$ cat config.mk
export PLATFORM = sky130hd
export DESIGN_NAME = play_judge
export DESIGN_NICKNAME = d
export VERILOG_FILES = /design/src/rtl/play_judge.sv
export SDC_FILE = /design/constraint.sdc
export NUM_CORES = 1
export LEC_CHECK = 0
export CELL_PAD_IN_SITES_DETAIL_PLACEMENT = 0
export CELL_PAD_IN_SITES_GLOBAL_PLACEMENT = 1
export CORE_UTILIZATION = 43
export CTS_CLUSTER_DIAMETER = 200
export DETAILED_ROUTE_END_ITERATION = 8
export GPL_ROUTABILITY_DRIVEN = 0
export GPL_TIMING_DRIVEN = 0
export PLACE_DENSITY_LB_ADDON = 0.08
export SKIP_CTS_REPAIR_TIMING = 1
export SLEW_MARGIN = 20
export SYNTH_ARGS = -nofsm -noshare
export SYNTH_HDL_FRONTEND = slang
export SYNTH_SLANG_ARGS = --single-unit
$ cat constraint.sdc
create_clock -name clk -period 22.7 [get_ports clk]
set_input_delay 3.405 -clock clk [delete_from_list [all_inputs] [get_ports clk]]
set_output_delay 3.405 -clock clk [all_outputs]
set_load 0.1 [all_outputs]
$ cat src/rtl/play_judge.sv
// play_judge: multi-lane rhythm-judging core. Fetches chart notes, lights the target lane,
// grades hits (perfect/good/miss) and keeps a saturating score and combo.
// Optional autoplay input is enabled by defining PLAY_JUDGE_AUTOPLAY_EN.
module play_judge #(
    parameter int NUM_LANES   = 7,
    parameter int LANE_W      = 3,
    parameter int CLOCK_W     = 24,
    parameter int CNT_W       = 8,
    parameter int SCORE_W     = 21,
    parameter int COMBO_W     = 12,
    parameter int PERFECT_WIN = 4,
    parameter int GOOD_WIN    = 12,
    parameter int PERFECT_PTS = 300,
    parameter int GOOD_PTS    = 100,
    parameter int BONUS_CAP   = 100
) (
    input  logic                 clk,
    input  logic                 rst,
    input  logic                 en,
    input  logic                 hit,
    input  logic [LANE_W-1:0]    hit_lane,
    input  logic [CLOCK_W-1:0]   now,
    output logic                 note_req,
    output logic [CNT_W-1:0]     note_idx,
    input  logic                 note_valid,
    input  logic [LANE_W-1:0]    note_lane,
    input  logic [CLOCK_W-1:0]   note_time,
    input  logic                 note_last,
`ifdef PLAY_JUDGE_AUTOPLAY_EN
    input  logic                 autoplay,
`endif
    output logic [NUM_LANES-1:0] target_led,
    output logic                 judge_valid,
    output logic [1:0]           judge_grade,
    output logic [SCORE_W-1:0]   score,
    output logic [COMBO_W-1:0]   combo,
    output logic [COMBO_W-1:0]   max_combo,
    output logic                 done
);

    typedef enum logic [2:0] {
        ST_IDLE  = 3'd0,
        ST_FETCH = 3'd1,
        ST_WAIT  = 3'd2,
        ST_JUDGE = 3'd3,
        ST_FIN   = 3'd4
    } state_t;

    localparam logic [1:0] GRADE_MISS    = 2'd0;
    localparam logic [1:0] GRADE_GOOD    = 2'd1;
    localparam logic [1:0] GRADE_PERFECT = 2'd2;

    localparam int SUM_W = SCORE_W + 2;

    localparam logic signed [CLOCK_W-1:0] GOOD_S     = CLOCK_W'(GOOD_WIN);
    localparam logic signed [CLOCK_W-1:0] NEG_GOOD_S = CLOCK_W'(-GOOD_WIN);
    localparam logic signed [CLOCK_W-1:0] PERF_S     = CLOCK_W'(PERFECT_WIN);
    localparam logic signed [CLOCK_W-1:0] NEG_PERF_S = CLOCK_W'(-PERFECT_WIN);

    localparam logic [SCORE_W-1:0] SCORE_MAX = {SCORE_W{1'b1}};
    localparam logic [COMBO_W-1:0] BONUS_MAX = COMBO_W'(BONUS_CAP);

    function automatic logic [NUM_LANES-1:0] lane_onehot(input logic [LANE_W-1:0] lane);
        logic [NUM_LANES-1:0] led;
        for (int i = 0; i < NUM_LANES; i++) begin
            led[i] = (lane == LANE_W'(i));
        end
        return led;
    endfunction

    state_t               state_r, state_s;
    logic                 en_q_r;
    logic [CNT_W-1:0]     note_idx_r, note_idx_s;
    logic [LANE_W-1:0]    lane_r, lane_s;
    logic [CLOCK_W-1:0]   time_r, time_s;
    logic                 last_r, last_s;
    logic                 note_req_r, note_req_s;
    logic [NUM_LANES-1:0] target_led_r, target_led_s;
    logic                 judge_valid_r, judge_valid_s;
    logic [1:0]           judge_grade_r, judge_grade_s;
    logic [SCORE_W-1:0]   score_r, score_s;
    logic [COMBO_W-1:0]   combo_r, combo_s;
    logic [COMBO_W-1:0]   max_combo_r, max_combo_s;
    logic                 done_r, done_s;

    logic signed [CLOCK_W-1:0] delta_s;
    logic                      early_s;
    logic                      late_s;
    logic                      perfect_s;
    logic                      player_decide_s;
    logic [1:0]                player_grade_s;
    logic                      decide_s;
    logic [1:0]                grade_s;
    logic [COMBO_W-1:0]        bonus_s;
    logic [SUM_W-1:0]          pts_s;
    logic [SUM_W-1:0]          sum_s;
    logic [SCORE_W-1:0]        score_add_s;
    logic [COMBO_W-1:0]        combo_inc_s;

    // Modular difference reinterpreted as signed so the window test survives tick wrap.
    assign delta_s   = $signed(now - time_r);
    assign early_s   = (delta_s < NEG_GOOD_S);
    assign late_s    = (delta_s > GOOD_S);
    assign perfect_s = (delta_s >= NEG_PERF_S) && (delta_s <= PERF_S);

    // Player-driven grading decision for the current WAIT cycle.
    always_comb begin
        player_decide_s = 1'b0;
        player_grade_s  = GRADE_MISS;
        if (hit && early_s) begin
            player_decide_s = 1'b0;
        end else if (hit && !late_s && (hit_lane == lane_r)) begin
            player_decide_s = 1'b1;
            player_grade_s  = perfect_s ? GRADE_PERFECT : GRADE_GOOD;
        end else if (hit) begin
            player_decide_s = 1'b1;
            player_grade_s  = GRADE_MISS;
        end else if (late_s) begin
            player_decide_s = 1'b1;
            player_grade_s  = GRADE_MISS;
        end else begin
            player_decide_s = 1'b0;
        end
    end

    // Selects between autoplay and player grading.
    always_comb begin
        decide_s = player_decide_s;
        grade_s  = player_grade_s;
`ifdef PLAY_JUDGE_AUTOPLAY_EN
        if (autoplay) begin
            decide_s = !delta_s[CLOCK_W-1];
            grade_s  = GRADE_PERFECT;
        end else begin
            decide_s = player_decide_s;
            grade_s  = player_grade_s;
        end
`endif
    end

    // Saturating score and combo arithmetic for a successful hit.
    always_comb begin
        bonus_s = (combo_r < BONUS_MAX) ? combo_r : BONUS_MAX;
        if (grade_s == GRADE_PERFECT) begin
            pts_s = SUM_W'(PERFECT_PTS);
        end else begin
            pts_s = SUM_W'(GOOD_PTS);
        end
        sum_s = SUM_W'(score_r) + pts_s + SUM_W'(bonus_s);
        if (sum_s[SUM_W-1:SCORE_W] != 2'b00) begin
            score_add_s = SCORE_MAX;
        end else begin
            score_add_s = sum_s[SCORE_W-1:0];
        end
        if (&combo_r) begin
            combo_inc_s = combo_r;
        end else begin
            combo_inc_s = combo_r + COMBO_W'(1);
        end
    end

    // Next-state and next-output logic.
    always_comb begin
        state_s       = state_r;
        note_idx_s    = note_idx_r;
        lane_s        = lane_r;
        time_s        = time_r;
        last_s        = last_r;
        note_req_s    = 1'b0;
        target_led_s  = {NUM_LANES{1'b0}};
        judge_valid_s = 1'b0;
        judge_grade_s = judge_grade_r;
        score_s       = score_r;
        combo_s       = combo_r;
        max_combo_s   = max_combo_r;
        done_s        = done_r;

        case (state_r)
            ST_IDLE: begin
                if (en && !en_q_r) begin
                    state_s     = ST_FETCH;
                    note_req_s  = 1'b1;
                    note_idx_s  = {CNT_W{1'b0}};
                    score_s     = {SCORE_W{1'b0}};
                    combo_s     = {COMBO_W{1'b0}};
                    max_combo_s = {COMBO_W{1'b0}};
                    done_s      = 1'b0;
                end else begin
                    state_s = ST_IDLE;
                end
            end
            ST_FETCH: begin
                if (!en) begin
                    state_s = ST_IDLE;
                end else if (note_valid) begin
                    state_s      = ST_WAIT;
                    lane_s       = note_lane;
                    time_s       = note_time;
                    last_s       = note_last;
                    target_led_s = lane_onehot(note_lane);
                end else begin
                    note_req_s = 1'b1;
                end
            end
            ST_WAIT: begin
                if (!en) begin
                    state_s = ST_IDLE;
                end else if (decide_s) begin
                    state_s       = ST_JUDGE;
                    judge_valid_s = 1'b1;
                    judge_grade_s = grade_s;
                    if (grade_s == GRADE_MISS) begin
                        combo_s = {COMBO_W{1'b0}};
                    end else begin
                        score_s = score_add_s;
                        combo_s = combo_inc_s;
                        if (combo_inc_s > max_combo_r) begin
                            max_combo_s = combo_inc_s;
                        end else begin
                            max_combo_s = max_combo_r;
                        end
                    end
                end else begin
                    target_led_s = lane_onehot(lane_r);
                end
            end
            ST_JUDGE: begin
                if (!en) begin
                    state_s = ST_IDLE;
                end else if (last_r) begin
                    state_s = ST_FIN;
                    done_s  = 1'b1;
                end else begin
                    state_s    = ST_FETCH;
                    note_idx_s = note_idx_r + CNT_W'(1);
                    note_req_s = 1'b1;
                end
            end
            ST_FIN: begin
                if (!en) begin
                    state_s = ST_IDLE;
                end else begin
                    state_s = ST_FIN;
                end
            end
            default: begin
                state_s = ST_IDLE;
            end
        endcase
    end

    // State and registered-output update with synchronous reset.
    always_ff @(posedge clk) begin
        if (rst) begin
            state_r       <= ST_IDLE;
            en_q_r        <= 1'b0;
            note_idx_r    <= {CNT_W{1'b0}};
            lane_r        <= {LANE_W{1'b0}};
            time_r        <= {CLOCK_W{1'b0}};
            last_r        <= 1'b0;
            note_req_r    <= 1'b0;
            target_led_r  <= {NUM_LANES{1'b0}};
            judge_valid_r <= 1'b0;
            judge_grade_r <= GRADE_MISS;
            score_r       <= {SCORE_W{1'b0}};
            combo_r       <= {COMBO_W{1'b0}};
            max_combo_r   <= {COMBO_W{1'b0}};
            done_r        <= 1'b0;
        end else begin
            state_r       <= state_s;
            en_q_r        <= en;
            note_idx_r    <= note_idx_s;
            lane_r        <= lane_s;
            time_r        <= time_s;
            last_r        <= last_s;
            note_req_r    <= note_req_s;
            target_led_r  <= target_led_s;
            judge_valid_r <= judge_valid_s;
            judge_grade_r <= judge_grade_s;
            score_r       <= score_s;
            combo_r       <= combo_s;
            max_combo_r   <= max_combo_s;
            done_r        <= done_s;
        end
    end

    assign note_req    = note_req_r;
    assign note_idx    = note_idx_r;
    assign target_led  = target_led_r;
    assign judge_valid = judge_valid_r;
    assign judge_grade = judge_grade_r;
    assign score       = score_r;
    assign combo       = combo_r;
    assign max_combo   = max_combo_r;
    assign done        = done_r;

endmodule

* Yosys cells after proc, flatten, opt, wreduce, memory -nomap -nowiden *
Index checks and enable logic that the tools add are counted.

word-level totals
  output and inout port bits = 65
  flip-flop bits (word level) = 97
  input port bits = 60
  word-level logic and storage cells = 134

operators by class
  $lt $le $gt $ge = 6
  add/sub/neg operators = 5
  bitwise operators = 2
  muxes and demuxes = 55
  eq/ne operators = 28
  reductions and logical operators = 24

operators by type and width
  cell                   count
  $mux 12                10
  $mux 21                5
  $pmux 12 s2            2
  $pmux 21 s2            1
  $mux 7                 4
  $ge 24x3->1 const B    1
  $gt 24x5->1 const B    1
  $le 24x4->1 const B    1
  $lt 24x5->1 const B    1
  $mux 8                 3
  $sub 24x24->24         1
  $add 21x23->23         1
  $add 23x12->23         1
  $eq 3x3->1 const B     7
  $mux 3                 7
  $eq 3x2->1 const B     6
  $ne 2x2->1 const B     8
  $pmux 8 s2             1
  $pmux 3 s5             1
  $mux 1                 14
  $pmux 7 s2             1
  $add 12x1->12 const B  1
  $gt 12x12->1           1
  $lt 12x7->1 const B    1
  22 further kinds       40

* Depth between registers and ports, before layout *
Gate-level depths: netlist of the first run.

  depth in word-level cells = 17
  mapped depth = 28
  mapped depth without buffers = 27

* Worst setup path before layout of the first run *
Ideal clock, no wire load.

  path type = input-to-reg
  start = input port now[0]
  end = register score_r[14], in the netlist score[14]
  data required time = 22.578 ns
  library setup time = 0.122 ns
  path buffers = 1
  slack = 13.115 ns
  stages = 28
  arrival time = 9.462 ns
  cells stage by stage = inv_1 > ha_1 > fa_1 > nor2b_1 > o2111ai_1 > a21bo_2 > a31oi_1 > a211oi_1 > or4b_1 > or4_1 > o41a_1 > nor3_1 > nand2_1 > fa_1 > inv_1 > ha_1 > a21o_1 > a21oi_1 > nor2b_1 > o211a_1 > o21ai_0 > a21oi_1 > o21a_1 > clkbuf_1 > and3_1 > nor2b_1 > a31oi_1 > o32a_1

on the way
  cells in the longest elaborated chain, start to end = 17
  elaborated cells on any way between the ends = 31
  those cells by class = add/sub: 3; order compare: 4; eq/ne: 3; mux: 13; reduce/logical: 8

ends and longest elaborated chain
  item                             RTL line  RTL
  start, declared                  22        input logic [CLOCK_W-1:0] now,
  $sub 24x24->24 *                 101       assign delta_s = $signed(now - time_r);
  $gt 24x5->1                      103       assign late_s = (delta_s > GOOD_S);
  $logic_not 1->1                  112       end else if (hit && !late_s && (hit_lane == lane_r)) begin
  $logic_and 1x1->1 (2 in series)  112
  $mux 2                           112
  $mux 2                           110       if (hit && early_s) begin
  $eq 2x2->1                       144       if (grade_s == GRADE_PERFECT) begin
  $mux 9                           144
  $add 21x23->23                   149       sum_s = SUM_W'(score_r) + pts_s + SUM_W'(bonus_s);
  $add 23x12->23                   149
  $reduce_bool 2->1                150       if (sum_s[SUM_W-1:SCORE_W] != 2'b00) begin
  $mux 21                          150
  $mux 21                          212       if (grade_s == GRADE_MISS) begin
  $mux 21                          208       end else if (decide_s) begin
  $mux 21                          206       if (!en) begin
  $pmux 21 s2                      178       case (state_r)
  end signal, assigned             265       score_r <= {SCORE_W{1'b0}};
  end signal, assigned             280       score_r <= score_s;
  end, declared                    81        logic [SCORE_W-1:0] score_r, score_s;

Every way passes the cells marked *; elsewhere a longest branch is shown, timed or not. The select of a mux whose other input is x is not followed.
A chain may end at the register's enable or synchronous reset.

* Final worst setup path of the first run *
  start = input port now[0]
  end = register score_r[18], in the netlist score[18]

Same word-level chain as after synthesis.

==> metrics.txt, run 1 <==
outcome completed; syn avg cell area 7.77 um2; setup violators final 0; Max FO, Critical Path 10; die area 17000 um2; most numerous cell in the Yosys netlist nand2_1; Slowest cell on crit path fa_1; placed instance area 8640 um2; Die Ht 131 um; Synth area leaders dfxtp_1, ha_1, nand2_1; unrepaired setup endpoints after global routing false; Rel. slew slack 31.8%; first-pass GRT wire length 32.5 mm; hold path depth 2; CTS Buffer Depth 2; async set-or-reset flop fraction in the synthesized netlist 0%; register area share after synthesis 27.3%; clk_skew 14.1 ps; core area 16000 um2; launch point of the critical path now[0]; root buffer cell clkbuf_16; Post-synth EDFFs 0; Tot Pwr 405 uW; crit path kind primary input to flop; slowest stage delay, CP 580 ps; required time of the critical path 22950 ps; Cells after DPL 1258; H-tree depth 3; cell-internal power 284 uW; antenna cell count 0; # IOs 125; placed wire-length estimate 16.2 mm; initial core utilization 44.4%; Setup TNS Final 0 ps; Yosys top cell area share 27.3%; TritonRoute pass-1 iters 6; worst vdd ir 0.0310 mV; Slew @ Worst Pin 1020 ps; Cell Pwr Density 45.4 nW/um2; RR Endpoint score[18]; R2R setup slack 15160 ps; vias in the first global route 6488; Area Growth Syn to Fin 25.7%; layout cells sized above 1 4.16%; Die Wd 131 um; Nets 1176; DRT antenna net count 0; Yosys top cell by area dfxtp_1; CP Capture Type flop; Netlist cell types 76; Register-to-Register Path Depth 27; sequential share of power 42.5%; Seq cells post-synth 97; Critical Path AT 11130 ps; drt initial violations 360; Routed WL 20.6 mm; IO Port Bufs 124; Remaining DRCs 0; CTS tree built; routed vias 7075; P_sw 122 uW; largest net degree at the start of global routing 19; final instance area 8930 um2; Final min period 10890 ps; Max Clk Rate 91.9 MHz; worst r2r src time_r[0]; synthesized area 7100 um2; Hold Path Class flop to flop; CTS Buf Count 9; clock power share 38.0%; switching share of power 30.1%; top_reg_cell synth dfxtp_1; Hold Violations, Final 0; # rows 46; latest clock arrival within the worst-skew pair 360 ps; overall routing resource usage 24.5%; Logic pwr share 19.4%; clock-pin slew on the worst setup and hold paths 80 ps; commonest cells in the netlist nand2_1, dfxtp_1, a21oi_1; leakage dissipation 3.50 nW; Synthesis Warnings 0; fin crit share 48.0%; post-route insts no fill 1274; Syn Inst Count 914; CP endpoint score[18]; Avg WL per Cell 16.2 um; Vias/cell 5.55; max cap viols 0; clock sinks 97; initial antenna violation count 1; Worst Setup Start Kind primary input; Congestion Overflow GR 0; Slew Viols, Final 0
-- cells in the final DEF, fill, tap and decap left out, drive strengths merged, types with 10 or more instances in the layout --
cell	n
a21oi	73
xor2	17
a31oi	10
buf	12
o21ai	33
nand3	18
nand2	121
nand4	20
nor3	29
o2bb2ai	20
a21o	14
nor2	67
xnor2	21
nand2b	14
dfxtp	97
ha	58
and3	19
clkbuf	40
inv	63
o21a	11
a22o	12
clkdlybuf4s50	124
-- how the worst min path moves through the flow --
stage                            end        from  slack, ps
after global placement    time_r[20]  time_r[20]        440
after CTS                 time_r[20]  time_r[20]        460
after global routing       time_r[4]   time_r[4]        470
after floorplan           time_r[10]  time_r[10]        440
final                     time_r[11]  time_r[11]        460
after detailed placement  time_r[20]  time_r[20]        450
-- power groups by stage --
| stage | Combinational (mW) | Clock, mW | Sequential (mW) |
|---|---|---|---|
| 2_1_floorplan | 0.0488 | 0 | 0.178 |
| 6_report | 0.0788 | 0.154 | 0.172 |
| 3_5_place_dp | 0.0778 | 0 | 0.176 |
| 4_1_cts | 0.0784 | 0.158 | 0.172 |
| 3_3_place_gp | 0.0777 | 0 | 0.176 |
| 5_1_grt | 0.0870 | 0.166 | 0.173 |
-- worst max-delay path: cells and delay by family --
kind,cells,cell delay [ps]
buffers and inverters,4,810
AND/OR/NAND/NOR,9,2650
adder cells (fa/ha/maj),4,1540
AO/OA/AOI/OAI,12,2680
-- logic make-up after synthesis --
group	share of synthesized area, %
XOR/XNOR	4.68
buffers and inverters	5.60
multiplexers	1.46
other	0.0528
adder cells (fa/ha/maj)	11.6
AO/OA/AOI/OAI	24.2
flip-flops	27.3
AND/OR/NAND/NOR	25.0
-- sequential cells by signal (all words and copies together) (netlist names) --
register     cells
note_req         1
last_r           1
time_r          24
state_r          3
score           21
en_q_r           1
done             1
judge_grade      2
note_idx         8
judge_valid      1
combo           12
target_led       7
lane_r           3
max_combo       12
-- layer usage --
metal	global-route usage [%]	vias up	wire length, um
li1	-	3595	-
met1	30.9	3295	9480
met2	42.7	158	9920
met3	4.64	25	892
met4	6.56	2	305
met5	0	-	11
-- through the flow --
stage / worst slack [ps] / util (%) / hold slack (ps)
after detailed placement: 11510 / 54.0 / 446
after floorplan: 13120 / - / 436
final: 11810 / 55.8 / 456
after global routing: 11360 / 55.8 / 471
after global placement: 11480 / 53.9 / 444
after CTS: 11840 / 55.8 / 457
-- area by class of cell --
| type | count | area, um2 |
|---|---|---|
| fillers | 1634 | 7070 |
| multi-input cells | 720 | 4780 |
| flip-flops and latches | 97 | 1940 |
| repair buffers | 124 | 1240 |
| well taps | 216 | 270 |
| clock buffers | 10 | 239 |
| inverters | 59 | 221 |
| plain buffers | 42 | 176 |
| clock inverters | 6 | 57.6 |
Power figures use the tool's default switching activity.
==> run 2: changes to the inputs <==
Settings changed: CORE_UTILIZATION 43 to 40.
Clock period 22.7 ns to 10.1 ns, I/O delays scaled along.
==> run 2 against run 1 <==
  * Flip-flop and latch count unchanged
  * Routed wire length up 2.4%
  * Non-clock buffer count unchanged
  * Clock skew down 5.7 ps
  * Total power up 120%
  * Critical path type unchanged
  * Global-route usage down 1.0 points
  * Sequential power up 130%
  * Count of clock-buffer cells in the layout down 1
  * Die area up 7.4%
==> metrics.txt, run 2 (synthesis results as in run 1) <==
outcome completed; H-tree depth 3; core area 17300 um2; worst vdd ir 0.0816 mV; # rows 48; overall routing resource usage 23.5%; routed vias 7063; launch point of the critical path now[0]; Die Ht 135 um; Slew Viols, Final 0; root buffer cell clkbuf_16; clock power share 37.2%; DRT antenna net count 0; cell-internal power 627 uW; clk_skew 8.38 ps; placed instance area 8650 um2; worst r2r src time_r[0]; Fillers 1755; Max Clk Rate 111 MHz; Critical Path AT 9300 ps; Final min period 9050 ps; clock-pin slew on the worst setup and hold paths 70 ps; Avg WL per Cell 16.4 um; footprint of the multi-input gates 4780 um2; setup violators final 0; max reg flops 24; P_sw 274 uW; switching share of power 30.4%; CTS Buffer Depth 2; final instance area 8930 um2; required time of the critical path 10350 ps; Cell Pwr Density 101 nW/um2; drt initial violations 391; latest clock arrival within the worst-skew pair 360 ps; max cap viols 0; CTS tree built; Hold Violations, Final 0; die area 18300 um2; first-pass GRT wire length 33.6 mm; clock sinks 97; Core Util, Final 51.6%; Setup TNS Final 0 ps; # IOs 125; Area Growth Syn to Fin 25.7%; register area 1940 um2; Logic pwr share 19.8%; initial antenna violation count 1; crit path kind primary input to flop; hold path startpoint time_r[10]; Hold Path Class flop to flop; Worst Setup Start Kind primary input; fin crit share 89.6%; IO Port Bufs 124; Congestion Overflow GR 0; commonest non-fill, non-tap cell in the layout clkdlybuf4s50_1; placed wire-length estimate 16.4 mm; vias in the first global route 6645; Remaining DRCs 0; Nets 1176; Most flops, register time_r; commonest cells after routing, fill and taps aside clkdlybuf4s50_1, nand2_1, dfxtp_1; Slowest cell on crit path or4b_1; CP Capture Type flop; leakage dissipation 3.49 nW; CTS Buf Count 9; Max FO, Critical Path 10; largest net degree at the start of global routing 18; Slew @ Worst Pin 1020 ps; Rel. slew slack 31.5%; Die Wd 135 um; sequential share of power 43.0%; TritonRoute pass-1 iters 5; initial core utilization 41.1%; layout cells sized above 1 4.07%; Routed WL 21.1 mm; Vias/cell 5.51; slowest stage delay, CP 570 ps; unrepaired setup endpoints after global routing false
run 2: cell types whose count changed in the layout (fill, tap and decap cells not counted), sizes merged:
cell / delta
clkbuf: -1
diode: +1
clkinvlp: +2
clkinv: -1
inv: -1
run 2: path summary, 6_finish.rpt:
path                      to  slack [ps]  cells past startpoint
setup reg to reg   score[18]        2500                     27
setup / recovery   score[18]        1050                     29
hold / removal    time_r[10]         460                      2
hold reg to reg   time_r[10]         460                      2
run 2: worst max-delay path, delay by kind of cell:
kind	cells	cell delay, ps
AOI/OAI and AO/OA	12	2710
adders and majority gates	4	1520
buffers and inverters	4	820
and+or+nand+nor	9	2710
run 2: layout make-up:
| type | instances | area share (%) |
|---|---|---|
| multi-input combinational | 720 | 53.6 |
| tap | 225 | 3.15 |
| clock buffer | 9 | 2.52 |
| inverter | 59 | 2.48 |
| clock inverter | 6 | 0.589 |
| antenna | 1 | 0.0280 |
| sequential | 97 | 21.8 |
| timing repair buffer | 124 | 13.9 |
| buffer | 42 | 1.98 |
run 2: routing by layer:
layer  up-vias  wire length (um)  GRT usage [%]
met5         -                 0              0
met4         0               425           7.43
met3        27              1010           4.15
met2       158             10000           40.2
met1      3279              9660           29.8
li1       3599                 -              -
run 2: metrics by stage:
step                worst slack, ps  hold slack [ps]  cells  power, mW
floorplan                      2410              436    918      0.511
global placement                719              443   1267      0.573
detailed placement              724              446   1267      0.572
CTS                            1050              456   1282      0.909
global route                    484              473   1282      0.942
finish                         1050              456   1283      0.901
run 2: power by group through the flow:
stage	Sequential, mW	Combinational (mW)	Clock (mW)
global route	0.388	0.196	0.358
finish	0.388	0.178	0.335
floorplan	0.401	0.110	0
detailed placement	0.397	0.176	0
global placement	0.397	0.176	0
CTS	0.388	0.177	0.344
==> run 3: changes to the inputs <==
Settings changed: CORE_MARGIN from default to 2.
==> run 3 against run 2 <==
  * Sequential share of layout area is essentially flat
  * Utilization decreased by 0.078 points
  * Via count about the same
  * Fmax up 1.2%
  * Largest cell class unchanged
  * Setup slack better by 110 ps
  * Total power grew 0.74%
  * Routed wire length decreased by 0.48%
  * Die area grew 3.0%
  * Flip-flop and latch count unchanged
  * Largest power group unchanged
  * Design area up 0.20%
==> metrics.txt, run 3 (synthesis results as in run 1) <==
outcome completed; worst r2r src time_r[0]; Vias/cell 5.51; IO Port Bufs 124; # rows 48; Slew Viols, Final 0; Slew @ Worst Pin 1020 ps; leakage dissipation 3.50 nW; die area 18800 um2; setup slack after layout 1160 ps; initial antenna violation count 0; routed vias 7064; latest clock arrival within the worst-skew pair 350 ps; footprint of the multi-input gates 4780 um2; CTS tree built; core area 17400 um2; RR Endpoint score[18]; placed wire-length estimate 16.3 mm; Setup WS pre-CTS 845 ps; hold path startpoint time_r[18]; Hold Path Class flop to flop; unrepaired setup endpoints after global routing false; Final min period 8940 ps; worst vdd ir 0.0829 mV; Cells after DPL 1267; Nets 1176; DRT antenna net count 0; required time of the critical path 10350 ps; Most flops, register time_r; Congestion Overflow GR 0; cell-internal power 636 uW; Die Ht 137 um; R2R setup slack 2550 ps; Fillers 1766; Cell Pwr Density 101 nW/um2; # IOs 125; crit path kind primary input to flop; Rel. slew slack 31.8%; register area 1940 um2; commonest cells after routing, fill and taps aside clkdlybuf4s50_1, nand2_1, dfxtp_1; H-tree depth 3; CTS Buf Count 9; fin crit share 88.5%; Slowest cell on crit path fa_1; setup violators final 0; Area Growth Syn to Fin 25.9%; vias in the first global route 6641; Routed WL 21.0 mm; clock power share 37.6%; largest net degree at the start of global routing 19; layout cells sized above 1 4.16%; post-route insts no fill 1283; Avg WL per Cell 16.4 um; Buf+Inv Stages, Crit Path 4; launch point of the critical path now[0]; Setup TNS Final 0 ps; hold path depth 2; Die Wd 137 um; TritonRoute pass-1 iters 5; root buffer cell clkbuf_16; sequential share of power 42.7%; Max FO, Critical Path 10; switching share of power 29.9%; Worst Setup Start Kind primary input; Logic pwr share 19.7%; first-pass GRT wire length 33.3 mm; max reg flops 24; Hold Violations, Final 0; Endpoint, Worst Hold time_r[18]; commonest non-fill, non-tap cell in the layout clkdlybuf4s50_1; CP Capture Type flop; Max Clk Rate 112 MHz; Critical Path AT 9190 ps; slowest stage delay, CP 580 ps; clk_skew 11.7 ps; antenna cell count 0; initial core utilization 40.9%; drt initial violations 397; Register-to-Register Path Depth 27; Remaining DRCs 0; CTS Buffer Depth 2; P_sw 272 uW; clock sinks 97; Worst path top cell family by delay simple AND/OR/NAND/NOR gates; max cap viols 0; clock-pin slew on the worst setup and hold paths 70 ps; overall routing resource usage 22.4%
[run 3: cell types whose count changed in the layout (fill, tap and decap cells not counted)]
cell        before  now
diode_2          1    0
clkbuf_8         0    1
clkinvlp_4       2    1
inv_8            1    0
clkinv_8         0    1
inv_6            2    3
[run 3: worst reg2reg max path, cell delays in order, from the launching register on]
cell and delay, ps:
dfxtp_1 310, ha_1 200, fa_1 420, nor2b_1 170, o2111ai_1 240, a21o_1 330
nor2_1 130, a211oi_1 120, or4b_1 560, or4_1 470, o41a_1 510, nor3_1 420
nand2_1 320, fa_1 580, inv_1 40, ha_1 320, a21o_1 170, a21oi_1 220
nor2b_1 90, o211a_1 210, o21ai_0 230, a21oi_1 120, o21a_1 180, clkbuf_1 210
and3_1 310, nor2b_1 250, a21oi_1 100, o22a_1 190
[run 3: worst max path at each step]
stage	endpoint	slack (ps)	cells past startpoint
after floorplan	score[14]	2410	28
after global placement	score[2]	800	29
after detailed placement	score[10]	850	29
after global routing	score[10]	600	29
after CTS	score[2]	1180	29
final	score[18]	1160	29
[run 3: per-stage QoR]
step	total power [mW]	hold slack, ps	utilization [%]	instance area, um2
floorplan	0.511	436	-	7120
global placement	0.573	443	49.8	8640
detailed placement	0.573	449	49.8	8650
CTS	0.919	459	51.5	8940
global route	0.951	472	51.5	8940
finish	0.908	454	51.5	8940
[run 3: layout make-up]
cell class | instances | area share, %
tap | 225 | 3.15
clock inverter | 6 | 0.657
inverter | 59 | 2.48
buffer | 42 | 1.97
clock buffer | 10 | 2.67
sequential | 97 | 21.7
multi-input combinational | 720 | 53.5
timing repair buffer | 124 | 13.9
[run 3: power by group through the flow]
stage	clock [mW]	sequential (mW)	combinational (mW)
after global placement	0	0.397	0.176
after global routing	0.367	0.388	0.196
after detailed placement	0	0.397	0.176
after floorplan	0	0.401	0.110
after CTS	0.354	0.388	0.177
final	0.341	0.388	0.179
[run 3: per-layer routing]
layer	up-vias	wire (um)	track usage [%]
met5	-	0	0
li1	3592	-	-
met2	161	9970	37.9
met1	3283	9730	29.1
met3	28	923	3.35
met4	0	370	7.33
==> edit 1, RTL diff (config.mk and constraints of run 3) <==
Add a define of `PLAY_JUDGE_AUTOPLAY_EN`.
--- a/src/rtl/play_judge.sv
+++ b/src/rtl/play_judge.sv
@@ -1,6 +1,8 @@
 // play_judge: multi-lane rhythm-judging core. Fetches chart notes, lights the target lane,
 // grades hits (perfect/good/miss) and keeps a saturating score and combo.
 // Optional autoplay input is enabled by defining PLAY_JUDGE_AUTOPLAY_EN.
+`define PLAY_JUDGE_AUTOPLAY_EN
+
 module play_judge #(
     parameter int NUM_LANES   = 7,
     parameter int LANE_W      = 3,
Ports: changed (added autoplay); port bits go from 125 to 126. No check against the original RTL was run, so the function may have changed too.
==> edit 1 against run 3 <==
- wire length shrank 4.1%
- synthesized area decreased by 2.8%
- sequential cell count unchanged
- power grew 2.9%
- setup slack got worse by 0.19 ns
- design area is 1.8% lower
- final cell count decreased by 1.2%
- die area shrank 2.7%
- critical path type unchanged
- largest power group unchanged
==> edit 1: results (changes against run 3) <==
- Outcome: finished clean
- Largest net degree at the start of global routing: 17 (-2)
- Layout cells sized above 1: 3.647% (-0.51 points)
- Latest clock arrival within the worst-skew pair: 0.35 ns (about the same)
- Routed WL: 20.14 mm (-4.1%)
- Hold EP: time_r[2]$_SDFFE_PP0P_
- Max FO, Critical Path: 10 (unchanged)
- Synth warn: 0 (unchanged)
- Setup Viol. Count Final: 0 (unchanged)
- Unique cell type count in the Yosys netlist: 71 (-6.6%)
- DP Cell Count: 1251 (-1.3%)
- Fillers: 1738 (-1.6%)
- Top post-synthesis cells by count: nand2_1 (107), dfxtp_1 (97), a21oi_1 (86)
- First-pass GRT wire length: 32.85 mm (-1.2%)
- Leak pwr: 3.358 nW (-4.0%)
- Placed inst area: 8452 sq um (-2.3%)
- R2R cell count: 29 (+7.4%)
- Hold Crit Class: reg2reg
- FF-to-FF Start: time_r[10]$_SDFFE_PP0P_
- Final Skew: 0.01317 ns (+0.001480 ns)
- CP peak stage delay: 0.66 ns (+0.08 ns)
- DR WL/cell: 15.90 um (-2.9%)
- CTS Root Cell: clkbuf_16
- Initial antenna violation count: 0 (unchanged)
- Sequential logic power: 0.388 mW (about the same)
- Mapped Avg Cell Area: 7.697 sq um (-0.98%)
- Clock slew at reported path FFs: 0.07 ns (about the same)
- Biggest register: time_r
- Worst VDD drop: 0.1012 mV (+22%)
- Slowest-stage cell, CP: a21boi_0
- Switching portion of total power: 27.43% (-2.5 points)
- Combinational Power Share: 17.4% (-2.3 points)
- Top cell family by delay on the critical path: compound AO/OA/AOI/OAI gates
- Via density: 5.365 (-2.6%)
- DP Worst Slack: 0.6749 ns (-0.1704 ns)
- Pwr Total: 0.9340 mW (+2.9%)
- Worst-case clock buffer depth: 2 (unchanged)
- GRT Overall Usage: 22.30% (-0.076 points)
- CP Launch Point: now[0]
- Initial DRC Count: 329 (-17%)
- Vias in the first global route: 6613 (-0.42%)
- Worst reg2reg setup slack: 2.26 ns (-0.29 ns)
- Worst slew margin: 32.00% (+0.20 points)
- Max reg flops: 24 (unchanged)
- Hold Path Origin: time_r[2]$_SDFFE_PP0P_
- Buffers on Ports: 125 (+0.81%)
- FFs w/ async S/R, synth: 0% (unchanged)
- Area contributors post-synth: dfxtp_1 (28%), ha_1 (11%), a21oi_1 (6.2%)
- Antenna diodes: 0 (unchanged)
- Sequential area share after synthesis: 28.13% (+0.79 points)
- Final nets: 1161 (-1.3%)
- CP Data Arrival Time: 9.41 ns (+0.22 ns)
- Htree depth: 3 (unchanged)
- Final hold slack: 0.4562 ns (+0.001785 ns)
- Hold path cells: 2 (unchanged)
- Dpl hpwl: 15.90 mm (-2.7%)
- Worst flop-to-flop path endpoint: score[8]$_SDFFE_PP0P_
edit 1: cell types whose count changed after synthesis, sizes merged, moves of 5 or more:
cell	delta
o21ai	+11
and3	-6
o21a	-9
nor2b	+5
nor2	+6
a211oi	+6
inv	+10
nor3	-7
a21oi	+15
nand2	-14
a22o	-12
nand4	+6
nand3b	-5
edit 1: layout make-up:
class                   count  area, sq um  area share (%)
inverters                  69        259.0           2.949
repair buffers            125         1251           14.25
plain buffers              38        163.9           1.866
clock inverters             5        87.58          0.9973
clock buffers              11        242.7           2.764
well taps                 225        281.5           3.206
flip-flops and latches     97         1942           22.11
multi-input cells         697         4554           51.86
edit 1: kinds of logic after synthesis:
| group | share of synthesized area (%) |
|---|---|
| multiplexers | 1.015 |
| buffers and inverters | 6.125 |
| AND/OR/NAND/NOR | 23.87 |
| flip-flops | 28.13 |
| XOR/XNOR | 4.694 |
| AO/OA/AOI/OAI | 24.16 |
| other | 0.05432 |
| adder cells (fa/ha/maj) | 11.96 |
edit 1: worst max-delay path by stage:
| stage | end | slack, ns |
|---|---|---|
| 3_3_place_gp | score[2]$_SDFFE_PP0P_ | 0.64 |
| 5_1_grt | score[11]$_SDFFE_PP0P_ | 0.26 |
| 3_5_place_dp | score[6]$_SDFFE_PP0P_ | 0.67 |
| 2_1_floorplan | score[10]$_SDFFE_PP0P_ | 2.76 |
| 4_1_cts | score[9]$_SDFFE_PP0P_ | 0.97 |
| 6_report | score[8]$_SDFFE_PP0P_ | 0.97 |
edit 1: metal layers:
layer | routed length, um | track usage [%] | up-vias | part of all wire [%]
met5 | 0 | 0 | - | 0
met2 | 9946 | 40.02 | 126 | 49
li1 | - | - | 3500 | -
met4 | 216 | 4.572 | 0 | 1.1
met1 | 9144 | 27.99 | 3149 | 45
met3 | 831 | 4.003 | 23 | 4.1
==> edit 2, RTL diff (config.mk and constraints of run 3) <==
Without the edit above. Register the output `score` once more, without a reset; this adds one clock of latency there. The other outputs are not delayed to match.
--- a/src/rtl/play_judge.sv
+++ b/src/rtl/play_judge.sv
@@ -289,7 +289,9 @@
     assign target_led  = target_led_r;
     assign judge_valid = judge_valid_r;
     assign judge_grade = judge_grade_r;
-    assign score       = score_r;
+    always_ff @(posedge clk) begin
+        score <= score_r;
+    end
     assign combo       = combo_r;
     assign max_combo   = max_combo_r;
     assign done        = done_r;
Function: changed (Yosys sat finds a counterexample within 4 cycles, from zero or initial values and one cycle with rst high).
==> edit 2 against run 3 <==
- setup slack improved by 0.40 ns
- design area increased by 12%
- clock skew grew 0.0021 ns
- hold slack worse by 0.10 ns
- power grew 44%
- wire length grew 7.6%
- synthesized area is 10% higher
- fmax grew 4.6%
- sequential cell count grew 21
- highest routed layer unchanged
==> edit 2: results (changes against run 3) <==
- Syn Inst Count: 977 (+6.9%)
- Compound-cell area share of the yosys netlist: 24.42% (+0.20 points)
- Placed inst area: 9402 sq um (+8.7%)
- Grt met2 use: 38.75% (+0.80 points)
- Multiplexer area fraction after synthesis: 0.6725% (-0.79 points)
- Fillers: 1963 (+11%)
- Num CTS Buffers: 17 (+8)
- Worst VDD drop: 0.1145 mV (+38%)
- DR pass1 iterations: 5 (unchanged)
- Met3 Track Usage GR: 4.232% (+0.88 points)
- Htree depth: 4 (+1)
- Largest net degree at the start of global routing: 17 (-2)
- Bufs w/o clock: 168 (+1.2%)
- Met3 wire length: 908 um (-1.6%)
- Met1 Usage GRT: 26.93% (-2.1 points)
- Leak pwr: 3.774 nW (+7.9%)
- Sequential area share after synthesis: 30.23% (+2.9 points)
- Footprint of the multi-input gates: 5036 sq um (+5.3%)
- Slew @ Worst Pin: 1.040 ns (+0.02052 ns)
- Non-filler cells, final: 1402 (+9.3%)
- Outcome: finished clean
- CLK BUF: 20 (+10)
- DP Cell Count: 1370 (+8.1%)
- Layout area overhead: 28.31%
- Regs by FF count: time_r (24), score (21), score_r (21)
- Initial DRC Count: 358 (-9.8%)
- Non-clock buffer share: 14.31% (-1.5 points)
- Routed WL: 22.60 mm (+7.6%)
- Multi-input gate share of total cell area: 50.23% (-3.3 points)
- Synth Area in Adders: 10.57% (-1.1 points)
- Vias in the first global route: 7200 (+8.4%)
- DP Worst Slack: 1.115 ns (+0.2701 ns)
- CP Data Arrival Time: 8.82 ns (-0.37 ns)
- #MultiIn Comb: 756 (+5.0%)
- Final nets: 1247 (+6.0%)
- Final Skew: 0.01381 ns (+0.002126 ns)
- Fmax: 117.0 MHz (+4.6%)
- M1 WL: 10.04 mm (+3.1%)
- Sequential share of cell area: 23.56% (+1.9 points)
- Wire length on met2: 11.13 mm (+12%)
- CTS Sinks: 118 (+22%)
- FFs w/ async S/R, synth: 0% (unchanged)
- Via density: 5.317 (-3.4%)
- Worst-case clock buffer depth: 2 (unchanged)
- GRT Overall Usage: 22.05% (-0.32 points)
- Slowest-stage cell, CP: a221oi_1
- Dpl hpwl: 17.40 mm (+6.4%)
- Latest clock arrival within the worst-skew pair: 0.42 ns (+0.07 ns)
- Unique cell type count in the Yosys netlist: 94 (+24%)
- CP peak stage delay: 0.62 ns (+0.04 ns)
- Layout cells sized above 1: 7.652% (+3.5 points)
- Area contributors post-synth: dfxtp_1 (30%), ha_1 (9.3%), nand2_1 (6.1%)
- Top post-synthesis cells by count: nand2_1 (126), dfxtp_1 (118), a21oi_1 (80)
- XOR/XNOR Fraction of Synth Area: 3.587% (-1.1 points)
- Clock network share of area: 6.227% (+2.9 points)
- First-pass GRT wire length: 35.74 mm (+7.4%)
- Inverter count: 63 (+6.8%)
[edit 2: final timing paths]
| kind | slack (ns) | endpoint | cells past startpoint | start |
|---|---|---|---|---|
| min | 0.35 | score[5]$_DFF_P_ | 0 | score_r[5]$_SDFFE_PP0P_ |
| max | 1.56 | score_r[10]$_SDFFE_PP0P_ | 28 | now[0] |
| min reg2reg | 0.35 | score[5]$_DFF_P_ | 0 | score_r[5]$_SDFFE_PP0P_ |
| max reg2reg | 2.75 | score_r[10]$_SDFFE_PP0P_ | 27 | time_r[14]$_SDFFE_PP0P_ |
[edit 2: where the power goes]
group          switching, mW  leakage (nW)  internal [mW]  total [mW]
sequential           0.00198         0.952          0.469       0.471
combinational          0.116          2.53         0.0751       0.191
clock                  0.222         0.292          0.419       0.641
[edit 2: critical path, delay by kind of cell]
kind	cells	cell delay (ns)
and+or+nand+nor	12	2.80
AOI/OAI and AO/OA	8	2.12
buffers and inverters	4	0.83
adders and majority gates	4	1.53
